## src/rtl/multicycle_control_fsm.sv

```systemverilog
// Multicycle RV32I control unit: sequences each instruction over 3-5 cycles,
// stalls on the memory-ready handshake and traps unrecognised opcodes.
module multicycle_control_fsm #(
  parameter bit SUPPORT_BNE  = 1'b1,
  parameter bit SUPPORT_JALR = 1'b1,
  parameter bit SUPPORT_LUI  = 1'b1
) (
  input  logic       clk,
  input  logic       rst,
  input  logic [6:0] op,
  input  logic [2:0] funct3,
  input  logic       zero,
  input  logic       mem_ready,
  output logic       mem_req,
  output logic       PCWrite,
  output logic       AdrSrc,
  output logic       MemWrite,
  output logic       IRWrite,
  output logic       RegWrite,
  output logic [1:0] ResultSrc,
  output logic [1:0] ALUSrcA,
  output logic [1:0] ALUSrcB,
  output logic [1:0] ALUOp,
  output logic [2:0] ImmSrc,
  output logic       illegal,
  output logic [3:0] state_o
);

  localparam int unsigned STATE_W = 4;

  localparam logic [6:0] OP_LW     = 7'b0000011;
  localparam logic [6:0] OP_SW     = 7'b0100011;
  localparam logic [6:0] OP_RTYPE  = 7'b0110011;
  localparam logic [6:0] OP_IALU   = 7'b0010011;
  localparam logic [6:0] OP_BRANCH = 7'b1100011;
  localparam logic [6:0] OP_JAL    = 7'b1101111;
  localparam logic [6:0] OP_JALR   = 7'b1100111;
  localparam logic [6:0] OP_LUI    = 7'b0110111;

  localparam logic [2:0] F3_BEQ = 3'b000;
  localparam logic [2:0] F3_BNE = 3'b001;

  typedef enum logic [STATE_W-1:0] {
    S_FETCH    = 4'd0,
    S_DECODE   = 4'd1,
    S_MEMADR   = 4'd2,
    S_MEMREAD  = 4'd3,
    S_MEMWB    = 4'd4,
    S_MEMWRITE = 4'd5,
    S_EXECR    = 4'd6,
    S_EXECI    = 4'd7,
    S_ALUWB    = 4'd8,
    S_BRANCH   = 4'd9,
    S_JAL      = 4'd10,
    S_JALR1    = 4'd11,
    S_JALR2    = 4'd12,
    S_LUI      = 4'd13,
    S_TRAP     = 4'd15
  } state_t;

  state_t state_q, state_d;

  // State register; reset always returns to FETCH, aborting any instruction.
  always_ff @(posedge clk) begin
    if (rst) state_q <= S_FETCH;
    else     state_q <= state_d;
  end

  assign state_o = STATE_W'(state_q);

  // Next-state and Moore output decode; enables are suppressed while rst is high.
  always_comb begin
    state_d   = state_q;
    mem_req   = 1'b0;
    PCWrite   = 1'b0;
    AdrSrc    = 1'b0;
    MemWrite  = 1'b0;
    IRWrite   = 1'b0;
    RegWrite  = 1'b0;
    ResultSrc = 2'b00;
    ALUSrcA   = 2'b00;
    ALUSrcB   = 2'b00;
    ALUOp     = 2'b00;
    illegal   = 1'b0;

    case (state_q)
      S_FETCH: begin
        mem_req   = 1'b1;
        ALUSrcB   = 2'b10;
        ResultSrc = 2'b10;
        IRWrite   = mem_ready;
        PCWrite   = mem_ready;
        if (mem_ready) state_d = S_DECODE;
      end
      S_DECODE: begin
        ALUSrcA = 2'b01;
        ALUSrcB = 2'b01;
        case (op)
          OP_LW, OP_SW: state_d = S_MEMADR;
          OP_RTYPE:     state_d = S_EXECR;
          OP_IALU:      state_d = S_EXECI;
          OP_BRANCH: begin
            if (funct3 == F3_BEQ || (funct3 == F3_BNE && SUPPORT_BNE)) state_d = S_BRANCH;
            else                                                       state_d = S_TRAP;
          end
          OP_JAL:       state_d = S_JAL;
          OP_JALR: begin
            if (SUPPORT_JALR && funct3 == 3'b000) state_d = S_JALR1;
            else                                  state_d = S_TRAP;
          end
          OP_LUI:       state_d = SUPPORT_LUI ? S_LUI : S_TRAP;
          default:      state_d = S_TRAP;
        endcase
      end
      S_MEMADR: begin
        ALUSrcA = 2'b10;
        ALUSrcB = 2'b01;
        state_d = (op == OP_SW) ? S_MEMWRITE : S_MEMREAD;
      end
      S_MEMREAD: begin
        mem_req = 1'b1;
        AdrSrc  = 1'b1;
        if (mem_ready) state_d = S_MEMWB;
      end
      S_MEMWB: begin
        ResultSrc = 2'b01;
        RegWrite  = 1'b1;
        state_d   = S_FETCH;
      end
      S_MEMWRITE: begin
        mem_req  = 1'b1;
        AdrSrc   = 1'b1;
        MemWrite = 1'b1;
        if (mem_ready) state_d = S_FETCH;
      end
      S_EXECR: begin
        ALUSrcA = 2'b10;
        ALUOp   = 2'b10;
        state_d = S_ALUWB;
      end
      S_EXECI: begin
        ALUSrcA = 2'b10;
        ALUSrcB = 2'b01;
        ALUOp   = 2'b10;
        state_d = S_ALUWB;
      end
      S_ALUWB: begin
        RegWrite = 1'b1;
        state_d  = S_FETCH;
      end
      S_BRANCH: begin
        ALUSrcA = 2'b10;
        ALUOp   = 2'b01;
        PCWrite = (funct3 == F3_BEQ && zero) || (funct3 == F3_BNE && !zero);
        state_d = S_FETCH;
      end
      S_JAL: begin
        ALUSrcA = 2'b01;
        ALUSrcB = 2'b10;
        PCWrite = 1'b1;
        state_d = S_ALUWB;
      end
      S_JALR1: begin
        ALUSrcA = 2'b10;
        ALUSrcB = 2'b01;
        state_d = S_JALR2;
      end
      S_JALR2: begin
        ALUSrcA = 2'b01;
        ALUSrcB = 2'b10;
        PCWrite = 1'b1;
        state_d = S_ALUWB;
      end
      S_LUI: begin
        ALUSrcA = 2'b11;
        ALUSrcB = 2'b01;
        state_d = S_ALUWB;
      end
      S_TRAP: begin
        illegal = 1'b1;
      end
      default: begin
        state_d = S_TRAP;
      end
    endcase

    if (rst) begin
      mem_req  = 1'b0;
      PCWrite  = 1'b0;
      MemWrite = 1'b0;
      IRWrite  = 1'b0;
      RegWrite = 1'b0;
    end
  end

  // Immediate format follows the opcode alone so the datapath can extend early.
  always_comb begin
    ImmSrc = 3'b000;
    case (op)
      OP_SW:     ImmSrc = 3'b001;
      OP_BRANCH: ImmSrc = 3'b010;
      OP_JAL:    ImmSrc = 3'b011;
      OP_LUI:    ImmSrc = 3'b100;
      default:   ImmSrc = 3'b000;
    endcase
  end

endmodule

```

## config.mk

```make
export PLATFORM = sky130hd
export DESIGN_NAME = multicycle_control_fsm
export DESIGN_NICKNAME = d
export VERILOG_FILES = /design/src/rtl/multicycle_control_fsm.sv
export SDC_FILE = /design/constraint.sdc
export NUM_CORES = 1
export LEC_CHECK = 0
export CAP_MARGIN = 20
export CORE_AREA = 2 2 39 41
export CTS_BUF_LIST = sky130_fd_sc_hd__clkbuf_2
export DETAILED_ROUTE_END_ITERATION = 12
export DIE_AREA = 0 0 41 43
export DONT_BUFFER_PORTS = 1
export GPL_TIMING_DRIVEN = 0
export PLACE_DENSITY_LB_ADDON = 0.25
export SLEW_MARGIN = 20
export SYNTH_ARGS = -nofsm -noshare
export SYNTH_HDL_FRONTEND = slang
export SYNTH_SLANG_ARGS = --single-unit
```

## constraint.sdc

```tcl
create_clock -name clk -period 2.51 [get_ports clk]
set_input_delay 0.502 -clock clk [delete_from_list [all_inputs] [get_ports clk]]
set_output_delay 0.502 -clock clk [all_outputs]
set_load 0.02 [all_outputs]
```

# Word level (Yosys, flattened, before mapping)
# Index checks and enable logic that the tools add are counted.
[totals] ff_bits=4 out_inout_bits=22 elab_cells=73
[op_classes] n_eq_ne=26 mux=25 n_bitwise=1 n_reduce_logical=20
[op_table] op="one-hot mux 4 bit (9 select lines)" count=1
[op_table] op="equality test 4 bit, second input constant" count=7
[op_table] op="one-hot mux 4 bit (7 select lines)" count=1
[op_table] op="equality test 7 x 6 -> 1 bit, second input constant" count=3
[op_table] op="equality test 7 bit, second input constant" count=3
[op_table] op="equality test 4 x 3 -> 1 bit, second input constant" count=4
[op_table] op="OR reduction 5 bit" count=3
[op_table] op="two-way mux 4 bit" count=3
[op_table] op="one-hot mux 2 bit (2 select lines)" count=3
[op_table] op="one-hot mux 3 bit (4 select lines)" count=1
[op_table] op="OR reduction 3 bit" count=4
[op_table] op="two-way mux 1 bit" count=11
[op_table] op="OR reduction 2 bit" count=5
[op_table] op="two-way mux 3 bit" count=3
[op_table] op="equality test 4 x 2 -> 1 bit, second input constant" count=2
[op_table] op="equality test 7 x 2 -> 1 bit, second input constant" count=1
[op_table] op="equality test 7 x 5 -> 1 bit, second input constant" count=1
[op_table] op="inequality test 2 bit, second input constant" count=3
[op_table] op="one-hot mux 2 bit (3 select lines)" count=1
[op_table] op="equality test 4 x 1 -> 1 bit, second input constant" count=1
[op_table] op="zero test 4 bit" count=1
[op_table] op="AND reduction 4 bit" count=1
[op_table] op="equality test 3 x 1 -> 1 bit, second input constant" count=1
[op_table] op="zero test 3 bit" count=1
[op_table] op="5 further kinds" count=7

# Depth between registers and ports, before layout
# Gate-level depths: netlist (run 1).
[logic_depth] ltp_word=5 mapped_depth=6 mapped_depth_nobuf=5

# Worst setup path after synthesis (run 1)
# OpenSTA, ideal clock, no wires.
[synth_timing] path_kind="register to output" startpoint="register state_q[3] (netlist: state_o[3])" endpoint="output port PCWrite" t_arrival_ns=1.660 setup_slack_ns=0.348 path_stages_with_launch=5 path_cell_list="dfxtp_1 -> clkbuf_1 -> nand2b_1 -> or4_1 -> a21oi_1"
[synth_via] elab_chain_cells=4 word_cells_on_any_way=7 classes_between="eq/ne: 3; mux: 2; reduce/logical: 2"
[synth_rtl] element="start: declaration" line_no="61" rtl="state_t state_q, state_d;"
[synth_rtl] element="start signal: assignment" line_no="66" rtl="else state_q <= state_d;"
[synth_rtl] element="equality test 4 bit" line_no="86" rtl="case (state_q)"
[synth_rtl] element="OR reduction 2 bit (no line)"
[synth_rtl] element="one-hot mux 1 bit (3 select lines) *" line_no="86"
[synth_rtl] element="two-way mux 1 bit *" line_no="187" rtl="if (rst) begin"
[synth_rtl] element="end: declaration" line_no="15" rtl="output logic PCWrite,"
# Every way passes the cells marked *; elsewhere a longest branch is shown, timed or not.

# Worst setup path in the final report (run 1)
[layout_timing] startpoint="register state_q[1] (netlist: state_o[1])" endpoint="output port AdrSrc"
[layout_via] elab_chain_cells=3 word_cells_on_any_way=4 classes_between="eq/ne: 2; mux: 1; reduce/logical: 1"
[layout_rtl] element="equality test 4 x 3 -> 1 bit / equality test 4 x 2 -> 1 bit (equally long branches)" line_no="86"
[layout_rtl] element="OR reduction 2 bit (no line) *"
[layout_rtl] element="two-way mux 1 bit *" line_no="86"
[layout_rtl] element="end: declaration" line_no="16" rtl="output logic AdrSrc,"
# Marks and branches as above.

==> results.yml, run 1 <==
outcome:
  status: "complete, no violations"
power_and_ir_drop:
  vdd_drop_max_v: 0.000358
  powerDensity_nw_per_um2: 1090
  p_switching_uw: 527
  p_sw_share_pct: 62.6
  intPower_uw: 314
  total_leakage_power_uw: 0.000293
  p_seq_share_pct: 16.3
  clkPwrFrac_pct: 7.0
  pwr-share-comb_pct: 76.7
floorplanning:
  initial_core_util_pct: 52.2
  rows: 14
  die_w_um: 41
  pin_count: 36
  die_h_um: 43
  fp.dieArea_um2: 1760
  coreArea_um2: 1380
worst_setup_path:
  worst_ep_arrival_time_ns: 1.88
  critical_path.max_fanout: 9
  worstSetupPathType: "flip-flop to output pin"
  cp-end-kind: "output pin"
  start_kind: "flip-flop"
  crit_required_ns: 2.01
global_route:
  grt_overflow_total: 0
  grt_use_total_pct: 22.6
  grt_first_pass_wirelength_mm: 2.82
  grt_pass1_vias: 673
  grt_max_degree: 11
  antenna_found_initial: 0
detailed_routing:
  num_vias: 806
  avgRoutedWirePerCell_um: 13.6
  ant_nets: 0
  dr.pass1.iters: 4
  drc: 0
  viasPerCell: 5.97
  drt_wl_total_mm: 1.83
  drt_iter0_markers: 35
clock_tree:
  numCtsBuffers: 3
  clk-insertion-delay-late_ns: 0.21
  cts_sinks: 4
  clk_pin_slew_ns: 0.04
  cts_tree: "built"
  cts_hold_buf: 0
  cts_buffer_depth: 2
  post_cts_buffers: 0
  cts_max_level: 1
  clockRootBuffer: "clkbuf_2"
sta:
  finalHoldViolCount: 0
  worstMarginPinSlew_ns: 0.696
  grt_setup_unrepaired: "no"
  finalCriticalPeriod_ns: 2.38
  tns_ns: 0
  whs_ns: 0.522
  finalMaxSlewViolations: 0
  slew_headroom_pct: 53.3
  fin_crit_sh_pct: 94.9
  clock.fmax_mhz: 420
  finalSetupViolCount: 0
  postLayoutSetupSlackWorst_ns: 0.127
  skew_ns: 0.00344
flow_run:
  maxCapViolations: 0
place:
  placed_cell_area_um2: 742
  port_buffers: 0
  dp_slack_ns: 0.163
  place_hpwl_mm: 1.40
  gp_congestion: 0.760
synth:
  syn_nets: 130
  synth_commonest_cells: "nand2_1 (15), nor2_1 (15), a21oi_1 (9), o21ai_0 (9)"
  yosysTopAreaCellShare_pct: 11.1
  synth_cell_types: 39
  netlist_instances: 116
  yosys.area.top_type: "dfxtp_1"
  ys.flop_type: "dfxtp_1"
  synth-seq-cells: 4
  yosys-top-cells-area: "dfxtp_1 (11%), nand2_1 (7.8%), nor2_1 (7.8%), a21oi_1 (6.2%), o21ai_0 (6.2%)"
  syn-cell-area_um2: 722
  synth_edf_count: 0
  async_flop_share_pct: 0
  ys_warn_count: 0
  synth_seq_area_share_pct: 11.1
  avgSynthCellArea_um2: 6.22
min_path:
  hold_class: "input pin to flip-flop"
finish:
  finish.instance_area_um2: 769
  largest_reg_flops: 4
  drive_gt1_share_pct: 15.1
  n_fill_cell: 143
  nets: 135
  area_delta_synth_final_pct: 6.59
  n_antenna_cell: 0
  final_util_pct: 55.6
-- routing by layer --
layer	global-route usage, %	wire, um
met1	29.3	823
met2	36.3	901
met3	6.28	92
met4	4.00	14
met5	0	0
-- area by class of cell --
class                   instances  area, um2  area share (%)
plain buffers                  11       63.8            8.29
clock buffers                   3       15.0            1.95
inverters                       6       22.5            2.93
multi-input cells              95        568            73.8
flip-flops and latches          4       80.1            10.4
well taps                      16       20.0            2.60
-- through the flow --
step | cells | power (uW)
after CTS | 135 | 834
after floorplan | 116 | 671
after detailed placement | 132 | 766
final | 135 | 841
after global routing | 135 | 913
after global placement | 132 | 755
-- cell usage in the layout (no fill, tap or decap), types with 3 or more instances in the layout --
cell type and n:
dfxtp_1 4, nand2_1 15, xnor2_1 4, nand3_1 5
nor2_1 15, clkbuf_1 3, nor3_1 4, o21ai_0 8
a211oi_1 4, o21ai_1 3, a21oi_1 8, clkbuf_2 4
inv_1 5
-- final timing paths --
path / start / endpoint / slack (ns) / cells past startpoint
setup reg to reg: state_o[0] / state_o[2] / 0.76 / 6
hold reg to reg: state_o[0] / state_o[0] / 0.93 / 2
setup / recovery: state_o[1] / AdrSrc / 0.13 / 3
hold / removal: mem_ready / state_o[0] / 0.52 / 3
-- critical path: stages, from the launching register on --
cell      delay [ns]
dfxtp_1         0.43
clkbuf_1        0.35
xor2_1          0.29
nor3b_1         0.60
-- repair_timing --
item,in CTS,in global routing
setup endpoints to repair,1,4
hold endpoints to repair,0,0
resized for setup,1,4
-- power by group through the flow --
| stage | combinational, uW | clock [uW] | sequential [uW] |
|---|---|---|---|
| 2_1_floorplan | 538 | 0 | 133 |
| 3_3_place_gp | 617 | 0 | 138 |
| 3_5_place_dp | 628 | 0 | 139 |
| 4_1_cts | 634 | 62.8 | 137 |
| 5_1_grt | 705 | 65.8 | 142 |
| 6_report | 645 | 58.7 | 137 |
-- cell families (layout without fill, tap and decap cells) --
| logic type | Yosys count | after routing | synth area share (%) |
|---|---|---|---|
| simple gates | 53 | 53 | 37.3 |
| compound gates | 36 | 36 | 32.4 |
| buf+inv | 17 | 20 | 11.8 |
| xor+xnor | 5 | 5 | 6.07 |
| flops | 4 | 4 | 11.1 |
| mux | 1 | 1 | 1.39 |
No activity file was read; power rests on OpenSTA's default activity.
==> inputs of run 2 (changes only) <==
Settings changed: CAP_MARGIN 20 to 30, CORE_AREA 2 2 39 41 to not set, CORE_ASPECT_RATIO set to 0.9, CORE_UTILIZATION set to 44, DIE_AREA 0 0 41 43 to not set, DONT_BUFFER_PORTS 1 to not set.
==> results.yml, run 2 (synthesis results as in run 1) <==
worst_setup_path:
  worst_ep_arrival_time_ns: 1.96
  cp_cell_sequence: "clkdlybuf4s50_1 -> nand2_2 -> or4_2 -> inv_1 -> buf_2"
  critical_path.max_fanout: 7
  worstSetupPathType: "input pin to output pin"
  start_kind: "input pin"
  crit_required_ns: 2.01
  critPathTopFamily: "simple AND/OR/NAND/NOR gates"
  cp-end-kind: "output pin"
  cp_num_buf_inv: 3
  cpPeakStageDelay_ns: 0.65
  crit_slowest_cell: "or4_2"
clock_tree:
  cts_sinks: 4
  clk_pin_slew_ns: 0.05
  clk-insertion-delay-late_ns: 0.22
  clockRootBuffer: "clkbuf_2"
  cts_tree: "built"
  cts_max_level: 1
  numCtsBuffers: 3
  cts_buffer_depth: 2
  post_cts_buffers: 0
detailed_routing:
  drt_iter0_markers: 40
  drt_wl_total_mm: 2.09
  ant_nets: 0
  drc: 0
  avgRoutedWirePerCell_um: 12.4
  num_vias: 969
  viasPerCell: 5.73
  dr.pass1.iters: 4
place:
  port_buffers: 31
  gp_congestion: 0.930
  dp_slack_ns: -0.426
  place_hpwl_mm: 1.60
outcome:
  status: "complete, no violations"
sta:
  grt_setup_unrepaired: "no"
  finalSetupViolCount: 0
  slew_headroom_pct: 73.2
  finalCriticalPeriod_ns: 2.46
  clock.fmax_mhz: 407
  worstMarginPinSlew_ns: 0.402
  finalHoldViolCount: 0
  skew_ns: 0.0134
  postLayoutSetupSlackWorst_ns: 0.0504
  finalMaxSlewViolations: 0
  fin_crit_sh_pct: 98.0
finish:
  largest_reg_flops: 4
  n_antenna_cell: 0
  area_delta_synth_final_pct: 47.8
  drive_gt1_share_pct: 17.0
  nets: 163
  final_common_cell: "clkdlybuf4s50_1"
  layout_common_cells: "clkdlybuf4s50_1 (25), nand2_1 (14), nor2_1 (14)"
power_and_ir_drop:
  total_leakage_power_uw: 0.000445
  vdd_drop_max_v: 0.000813
  total_power_uw: 1060
  powerDensity_nw_per_um2: 989
global_route:
  grt_overflow_total: 0
  grt_max_degree: 12
  grt_pass1_vias: 751
  grt_first_pass_wirelength_mm: 3.26
  antenna_found_initial: 0
  grt_use_total_pct: 24.7
floorplanning:
  rows: 13
  fp.dieArea_um2: 1810
  die_h_um: 40.4
  die_w_um: 44.7
  coreArea_um2: 1480
  pin_count: 36
  initial_core_util_pct: 48.8
flow_run:
  maxCapViolations: 0
min_path:
  hold_class: "input pin to flip-flop"
==> run 2: layer usage <==
layer	part of all wire, %	wire length (um)	GRT usage, %
met3	11	220	7.21
met2	45	935	40.4
met5	0	0	0
met1	44	917	33.8
met4	0.67	14	0.758
==> run 2: area by class of cell <==
class	instances	area (um2)
plain buffers	8	53.8
repair buffers	31	303
flip-flops and latches	4	83.8
inverters	6	22.5
clock buffers	3	15.0
fillers	137	413
well taps	22	27.5
multi-input cells	95	562
==> run 2: worst paths after layout <==
path	from	to	slack, ns	cells past startpoint
worst max register to register	state_o[3]	state_o[1]	1.07	5
worst max-delay path	op[1]	ImmSrc[2]	0.05	5
worst min-delay path	rst	state_o[3]	0.71	2
worst min register to register	state_o[2]	state_o[1]	0.72	3
==> run 2: through the flow <==
step / hold slack, ns / utilization, % / cells / area, um2 / setup TNS (ns)
final: 0.711 / 72.1 / 169 / 1070 / 0
after global routing: 0.734 / 72.1 / 169 / 1070 / 0
after CTS: 0.717 / 71.3 / 169 / 1060 / 0
after detailed placement: 0.807 / 71.6 / 169 / 1060 / -1.10
after global placement: 0.810 / 71.6 / 169 / 1060 / -1.05
after floorplan: 0.692 / - / 116 / 722 / 0
==> run 2: what timing repair did <==
item / 4_1_cts / 5_1_grt
setup endpoints to repair: 10 / 4
hold endpoints to repair: 0 / 0
hold buffers: 0 / 0
gates resized for setup: 13 / 6
==> run 2: worst register-to-register path, stage by stage (launching register included) <==
cell      delay [ns]
dfxtp_2         0.37
nor2_1          0.20
inv_1           0.15
nor2_2          0.19
a32oi_1         0.13
a221oi_1        0.27
==> run 2: where the power goes <==
part	total, uW	switching [uW]	internal, uW
Sequential	147	54.7	92.3
Combinational	847	473	375
Clock	60.7	28.5	32.2
